===== src/rtl/imm_pkg.sv =====
// Shared definitions for the immediate-generation path.
//   FMT_*   : 3-bit immediate-format select encodings
//   state_e : occupancy state of the two-entry output skid buffer
package imm_pkg;

    localparam logic [2:0] FMT_I    = 3'b000;
    localparam logic [2:0] FMT_S    = 3'b001;
    localparam logic [2:0] FMT_B    = 3'b010;
    localparam logic [2:0] FMT_U    = 3'b011;
    localparam logic [2:0] FMT_J    = 3'b100;
    localparam logic [2:0] FMT_Z    = 3'b101;
    localparam logic [2:0] FMT_SH   = 3'b110;
    localparam logic [2:0] FMT_RSVD = 3'b111;

    // EMPTY: nothing held; ONE: main register valid; FULL: main and skid valid
    typedef enum logic [1:0] {
        EMPTY = 2'd0,
        ONE   = 2'd1,
        FULL  = 2'd2
    } state_e;

endpackage


===== src/rtl/imm_decode.sv =====
// Combinational immediate extractor / extender.
//   instr   : instruction bits [31:7] (opcode bits are never needed)
//   fmt     : format select (FMT_* in imm_pkg)
//   imm     : immediate extended to XLEN bits
//   illegal : fmt is the reserved encoding (imm forced to 0)
module imm_decode
    import imm_pkg::*;
#(
    parameter int XLEN = 32
) (
    input  logic [31:7]     instr,
    input  logic [2:0]      fmt,
    output logic [XLEN-1:0] imm,
    output logic            illegal
);

    // Every format is first assembled as a 32-bit value already sign- or
    // zero-extended to 32 bits; widening to XLEN is then a plain sign
    // extension of bit 31 (zero-extended formats have bit 31 clear).
    logic [31:0] raw;

    always_comb begin
        // NOTE: defaults first so every path through the case assigns every
        // output; a missing assignment would infer a latch.
        raw     = '0;
        illegal = 1'b0;
        case (fmt)
            FMT_I:  raw = {{20{instr[31]}}, instr[31:20]};
            FMT_S:  raw = {{20{instr[31]}}, instr[31:25], instr[11:7]};
            FMT_B:  raw = {{19{instr[31]}}, instr[31], instr[7], instr[30:25],
                           instr[11:8], 1'b0};
            FMT_U:  raw = {instr[31:12], 12'b0};
            FMT_J:  raw = {{11{instr[31]}}, instr[31], instr[19:12], instr[20],
                           instr[30:21], 1'b0};
            FMT_Z:  raw = {27'b0, instr[19:15]};
            FMT_SH: raw = (XLEN == 64) ? {26'b0, instr[25:20]}
                                       : {27'b0, instr[24:20]};
            default: illegal = 1'b1;
        endcase
        imm = XLEN'($signed(raw));
    end

endmodule


===== src/rtl/imm_gen_pipe.sv =====
// Registered, valid/ready immediate generator with a two-entry skid buffer.
//   clk, rst                       : clock, async active-high reset
//   in_valid/in_ready              : upstream handshake
//   in_instr, in_fmt, in_tag       : instruction, format select, opaque tag
//   out_valid/out_ready            : downstream handshake
//   out_imm, out_illegal, out_tag  : registered decoded entry (main register)
// in_ready is a registered decode of the occupancy state, so it never
// depends combinationally on out_ready; the skid register absorbs the one
// extra instruction that can arrive in the cycle after out_ready drops.
module imm_gen_pipe
    import imm_pkg::*;
#(
    parameter int XLEN  = 32,
    parameter int TAG_W = 8
) (
    input  logic             clk,
    input  logic             rst,
    input  logic             in_valid,
    output logic             in_ready,
    input  logic [31:0]      in_instr,
    input  logic [2:0]       in_fmt,
    input  logic [TAG_W-1:0] in_tag,
    output logic             out_valid,
    input  logic             out_ready,
    output logic [XLEN-1:0]  out_imm,
    output logic             out_illegal,
    output logic [TAG_W-1:0] out_tag
);

    typedef struct packed {
        logic [XLEN-1:0]  imm;
        logic             illegal;
        logic [TAG_W-1:0] tag;
    } entry_t;

    state_e          state_q;
    entry_t          m_q;
    entry_t          k_q;
    entry_t          entry_d;
    logic            in_ready_q;
    logic            out_valid_q;
    logic [XLEN-1:0] dec_imm;
    logic            dec_illegal;
    logic            in_fire;
    logic            out_fire;
    logic            unused_opcode;

    // Opcode bits carry no immediate information.
    assign unused_opcode = ^in_instr[6:0];

    imm_decode #(.XLEN(XLEN)) u_decode (
        .instr   (in_instr[31:7]),
        .fmt     (in_fmt),
        .imm     (dec_imm),
        .illegal (dec_illegal)
    );

    assign entry_d  = '{imm: dec_imm, illegal: dec_illegal, tag: in_tag};
    assign in_fire  = in_valid & in_ready_q;
    assign out_fire = out_valid_q & out_ready;

    // NOTE: sequential state uses non-blocking assignments only, so every
    // register samples the pre-edge values regardless of statement order.
    always_ff @(posedge clk or posedge rst) begin
        if (rst) begin
            // NOTE: the data registers are reset too because the outputs
            // must read zero after reset, not just be flagged invalid.
            state_q     <= EMPTY;
            m_q         <= '0;
            k_q         <= '0;
            in_ready_q  <= 1'b1;
            out_valid_q <= 1'b0;
        end else begin
            case (state_q)
                EMPTY: begin
                    if (in_fire) begin
                        m_q         <= entry_d;
                        out_valid_q <= 1'b1;
                        state_q     <= ONE;
                    end
                end
                ONE: begin
                    if (in_fire && out_fire) begin
                        m_q <= entry_d;
                    end else if (in_fire) begin
                        // Downstream stalled: park the newcomer behind M.
                        k_q        <= entry_d;
                        in_ready_q <= 1'b0;
                        state_q    <= FULL;
                    end else if (out_fire) begin
                        out_valid_q <= 1'b0;
                        state_q     <= EMPTY;
                    end
                end
                FULL: begin
                    if (out_fire) begin
                        m_q        <= k_q;
                        in_ready_q <= 1'b1;
                        state_q    <= ONE;
                    end
                end
                default: begin
                    out_valid_q <= 1'b0;
                    in_ready_q  <= 1'b1;
                    state_q     <= EMPTY;
                end
            endcase
        end
    end

    assign in_ready    = in_ready_q;
    assign out_valid   = out_valid_q;
    assign out_imm     = m_q.imm;
    assign out_illegal = m_q.illegal;
    assign out_tag     = m_q.tag;

endmodule

===== config.mk =====
export PLATFORM = sky130hd
export DESIGN_NAME = imm_gen_pipe
export DESIGN_NICKNAME = d
export VERILOG_FILES = /design/src/rtl/imm_pkg.sv /design/src/rtl/imm_decode.sv /design/src/rtl/imm_gen_pipe.sv
export SDC_FILE = /design/constraint.sdc
export NUM_CORES = 1
export LEC_CHECK = 0
export CAP_MARGIN = 20
export CORE_ASPECT_RATIO = 1.5
export CORE_MARGIN = 8
export CORE_UTILIZATION = 51
export DETAILED_ROUTE_END_ITERATION = 8
export PLACE_DENSITY = 0.8
export SLEW_MARGIN = 30
export SYNTH_ARGS = -nofsm -noshare
export SYNTH_HDL_FRONTEND = slang
export SYNTH_SLANG_ARGS = --single-unit

===== constraint.sdc =====
create_clock -name clk -period 3.94 [get_ports clk]
set_input_delay 0.788 -clock clk [delete_from_list [all_inputs] [get_ports clk]]
set_output_delay 0.788 -clock clk [all_outputs]
set_load 0.02 [all_outputs]

After elaboration in Yosys (flattened, before gate mapping)
Cells that the tools add are included.

Equality and inequality tests: 16. Multiplexer cells: 21. Bitwise gates (word level): 5. Reductions and logical operators: 10.

Operators by type and width (number): 32-bit one-hot mux with 7 select lines (1); 41-bit two-way mux (3); 41-bit one-hot mux with 3 select lines (1); 2-bit != test (second input constant) (7); 4-bit AND reduction (3); 2-bit two-way mux (5); 3-bit == test (second input constant) (3); 1-bit two-way mux (8); 7-bit OR reduction (1); 3-bit by 2-bit == test with 1-bit output (second input constant) (2); 1-bit one-hot mux with 3 select lines (2); 2-bit one-hot mux with 3 select lines (1); 5-bit AND reduction (1); 3-bit by 1-bit == test with 1-bit output (second input constant) (1); 3-bit logical NOT (1); 3-bit != test (second input constant) (1); 1-bit inverter (3); 3-bit AND reduction (1); 3-bit nonzero test (1); 1-bit bitwise AND (2); 2-bit by 1-bit == test with 1-bit output (second input constant) (1); 2-bit == test (second input constant) (1); 2-bit logical NOT (1); 1-bit logical AND (1).

Flip-flop bits (word level): 86. Input port bits: 47. Output and inout port bits: 43. Logic and storage cells: 61.

Longest topological paths before layout
Word-level depth: 5. Mapped depth: 7. Depth with buffers taken out: 4.

Modules after synthesis
Synthesis repeated with hierarchy kept, for this count alone.

Cells, all modules: 329. Area total of the unflattened synthesis: 4708.3 µm².

Modules (own cells, without submodules): imm_gen_pipe (instances 1, cells an instance 242, area an instance 4122.7 µm²); imm_decode (instances 1, cells an instance 87, area an instance 585.6 µm²).

Worst setup path before layout
OpenSTA, ideal clock, no wires.

Kind: input -> register. From: input in_fmt[2]. To: register m_q (netlist bit out_imm[28]). Arrival: 1.774 ns. Data required time: 3.857 ns. Setup slack: 2.083 ns. Cell stages on the path: 6. Cell sequence: buf_4 maj3_2 nor2b_4 buf_4 a211oi_1 o21ai_0.

Word-level cells in the longest chain between the ends: 4.

RTL lines: from (decl) (RTL line imm_gen_pipe.sv:21) `input logic [2:0] in_fmt,`; 3-bit == test, or another cell as far along (RTL line imm_decode.sv:27) `case (fmt)`; 32-bit one-hot mux with 7 select lines (*) (RTL line imm_decode.sv:27); 41-bit two-way mux, on equally long branches (RTL line imm_gen_pipe.sv:83, imm_gen_pipe.sv:76); 41-bit one-hot mux with 3 select lines (*) (RTL line imm_gen_pipe.sv:74) `case (state_q)`; to (signal assigned) (RTL line imm_gen_pipe.sv:77) `m_q <= entry_d;`; to (signal assigned) (RTL line imm_gen_pipe.sv:84) `m_q <= entry_d;`; to (signal assigned) (RTL line imm_gen_pipe.sv:97) `m_q <= k_q;`; to (decl) (RTL line imm_gen_pipe.sv:37) `entry_t m_q;`.

Mark *: on every way between the ends. The rest lies on a longest branch, timed or not. The select of a mux whose other input is x is not followed. A chain may end at the register's enable or synchronous reset.

Final worst setup path
From: input in_fmt[2]. To: register k_q[9] (netlist name).

Word-level cells in the longest chain between the ends: 2.

RTL lines: 3-bit == test, or another cell as far along (RTL line imm_decode.sv:27); 32-bit one-hot mux with 7 select lines (*) (RTL line imm_decode.sv:27); to (signal assigned) (RTL line imm_gen_pipe.sv:87) `k_q <= entry_d;`; to (decl) (RTL line imm_gen_pipe.sv:38) `entry_t k_q;`.

Mark *: on every way between the ends. The rest lies on a longest branch, timed or not.

==> Flow_metrics.wiki <==
{| class="wikitable"
! Metric !! Value
|-
| Cts repair resizes || 0
|-
| Util after Layout || 66.0%
|-
| Most frequent CP cell || mux2_2
|-
| Average wire per cell in the routed design || 16.9 um
|-
| Cell count after synthesis || approximately 470
|-
| Length of routed wiring on met1 || 4250 um
|-
| Cell Chain, Critical Path || clkdlybuf4s50_1 -> buf_4 -> mux2_2 -> mux2i_1 -> o21ai_0 -> mux2_2
|-
| Max_cap viols || 0
|-
| Area growth syn-to-layout || 27.0%
|-
| Total via count in the routed design || about 3700
|-
| Worst path max stage delay || 0.90 ns
|-
| Endpoint class of the critical path || register
|-
| Nets@finish || 578
|-
| Wire length of the first global-routing pass || 18300 um
|-
| Die height || 129 um
|-
| Smallest setup slack after layout || 1.22 ns
|-
| Peak supply drop || 0.279 mV
|-
| Unrepaired setup endpoints after global routing || false
|-
| List of most frequent post-synthesis cells || nand2_1, dfrtp_1, o21ai_0, a21oi_1, nor2_1
|-
| Total track usage || 19.3%
|-
| Via density per instance || 5.77
|-
| Required time of the critical path || roughly 4.2 ns
|-
| Run status || finished clean
|-
| Antenna violations before repair || 0
|-
| Drt drc || 0
|-
| Maximum clock frequency || 0.367 GHz
|-
| Wire length on met3 || 605 um
|-
| Antenna diode count || 0
|-
| Clk_lat worst skew || 0.33 ns
|-
| Main area contributors after synthesis || dfrtp_1, nand2_1, o21ai_0
|-
| Total of buffers placed on input and output ports || 82
|-
| Max Used Layer || met4
|-
| Cts bufs inserted || 9
|-
| Number of hold violations in the final report || 0
|-
| Count of placed standard cells in the final layout, fillers left out || 643
|-
| GRT overflow || 0
|-
| Number of buffers on the longest clock path || 2
|-
| PnR Total Power || 1.98 mW
|-
| Largest net degree at the start of global routing || 46
|-
| Core area || ~8300 um^2
|-
| Width of the die || ~91 um
|-
| Clock edge transition at the registers on the reported setup and hold paths || 0.06 ns
|-
| Post-synth EDFFs || 0
|-
| Maximum fanout along the worst path || 20
|-
| Async set or reset register ratio after synthesis || 100%
|-
| Final Routed Wirelength || 10800 um
|-
| Summed instance area of the synthesized netlist || 4320 um^2
|-
| Cells after DPL || 627
|-
| Placed wire-length estimate || 7510 um
|-
| Post-synthesis sequential element count || 86
|-
| Initial Util || 51.9%
|-
| Power Density || 361 nW/um^2
|-
| Post-synthesis sequential area ratio || between 40% and 50%
|-
| Share of cells above drive strength 1 || 10.6%
|-
| Slew at the pin closest to its max-slew limit || 0.767 ns
|-
| Post-Syn Nets || slightly above 500
|-
| Setup violations, final || 0
|-
| Count of antenna-violating nets left after detailed routing || 0
|-
| Ratio of final minimum period to clock period || between 60% and 70%
|-
| Worst endpoint data arrival time || 2.94 ns
|-
| Post-CTS setup buffers || 0
|-
| Buffer type at the clock tree root || clkbuf_16
|-
| Critical setup path kind || primary input to register
|-
| Final setup TNS || 0 ns
|-
| Max transition margin || 48.9%
|-
| Number of global-route vias before repair || ~3700
|-
| Unique cell type count in the Yosys netlist || 41
|-
| CTS hold repair buffers || 0
|-
| Slowest stage cell on the critical path || clkdlybuf4s50_1
|-
| Total clock sinks || 86
|-
| Mean area per synthesized cell || 9.16 um^2
|-
| Type of the worst min-delay path || register to register
|-
| Start point of the critical path || in_fmt[2]
|-
| Main synth FF type || dfrtp_1
|-
| Clock period minus final worst setup slack || between 2 and 3 ns
|-
| Hold path startpoint || k_q[27]$_DFFE_PP0P_
|-
| H-tree levels || 3
|-
| Number of synthesis warnings || 0
|-
| Length of routed met2 wiring || about 5600 um
|-
| Dominant cell type by area after synthesis || dfrtp_1
|-
| Leakage || 2.33 nW
|-
| Maximum clock skew at final layout || around 0.0066 ns
|-
| Clock tree from TritonCTS || built
|-
| Area share of the largest cell type after synthesis || 49.3%
|-
| Top-count cell post-synth || nand2_1
|-
| Detailed-router iteration count before antenna repair || 4
|-
| Initial DRC count || 284
|-
| Final count of pins violating max slew || 0
|-
| Die Area || 11700 um^2
|-
| Place WS || 0.889 ns
|-
| Routability cong. || roughly 0.86
|-
| Boundary Pins || 90
|-
| Reg-to-reg critical path startpoint || state_q[1]$_DFFE_PP0P_
|-
| Critical Path Start Type || primary input
|-
| Number of placement rows || 41
|}
-- sequential cells by signal, summed over array words and instances (netlist names) --
name and flops:
k_q 41, out_imm 32, out_tag 8, state_q 2, in_ready 1, out_illegal 1
out_valid 1
-- worst max-delay path, delay by kind of cell --
kind / cells / cell delay [ns]
AO/OA/AOI/OAI: 1 / 0.10
buffers and inverters: 2 / 1.24
multiplexers: 3 / 0.81
-- per-stage QoR --
stage	hold WS [ns]	cell area, um^2
floorplan	0.445	4320
finish	0.473	5480
global route	0.503	5480
global placement	0.457	5150
detailed placement	0.465	5150
CTS	0.478	5480
-- cells in the final DEF, fill, tap and decap left out, drive strengths merged, types with 2 or more instances in the layout --
master,n
nor2b,6
a21o,2
a211oi,18
clkdlybuf4s50,82
nand2b,8
mux2,16
o21ai,74
a21oi,32
nor3,5
mux2i,5
clkbuf,12
bufinv,2
and3b,3
o22a,3
nand2,89
nand3,2
a31oi,11
buf,10
o22ai,5
o21a,6
inv,2
o221a,7
a22o,2
nand3b,5
dfrtp,85
nor2,29
-- path summary, 6_finish.rpt --
check	end	slack [ns]	cells after the start
setup / recovery	k_q[9]$_DFFE_PP0P_	1.22	6
hold / removal	k_q[27]$_DFFE_PP0P_	0.47	2
setup reg to reg	k_q[25]$_DFFE_PP0P_	1.83	4
hold reg to reg	k_q[27]$_DFFE_PP0P_	0.47	2
max in group asynchronous	in_ready$_DFFE_PP1P_	2.33	3
min in group asynchronous	out_tag[6]$_DFFE_PP0P_	0.88	2
-- cell type report --
cell class	instances	area (um^2)
repair buffers	92	908
flip-flops and latches	86	2150
fillers	681	2830
clock inverters	4	76.3
multi-input cells	340	1950
clock buffers	12	256
inverters	2	8.76
well taps	107	134
-- layer usage --
metal,vias to the layer above,GRT usage (%)
met1,1798,21.8
met2,102,32.6
li1,1783,-
met4,0,10.6
met3,24,4.90
met5,-,0
-- cell families after synthesis --
family | synth area share (%)
fa+ha+maj | 0.261
mux | 5.33
simple gates | 15.2
flops | 49.9
buf+inv | 5.19
compound gates | 24.1
-- report_power, final --
| part | internal [mW] | leakage, nW | switching, mW |
|---|---|---|---|
| logic | 0.0780 | 0.972 | 0.0911 |
| registers | 0.883 | 1.20 | 0 |
| clock network | 0.592 | 0.159 | 0.335 |
No activity file was read; power rests on OpenSTA's default activity.
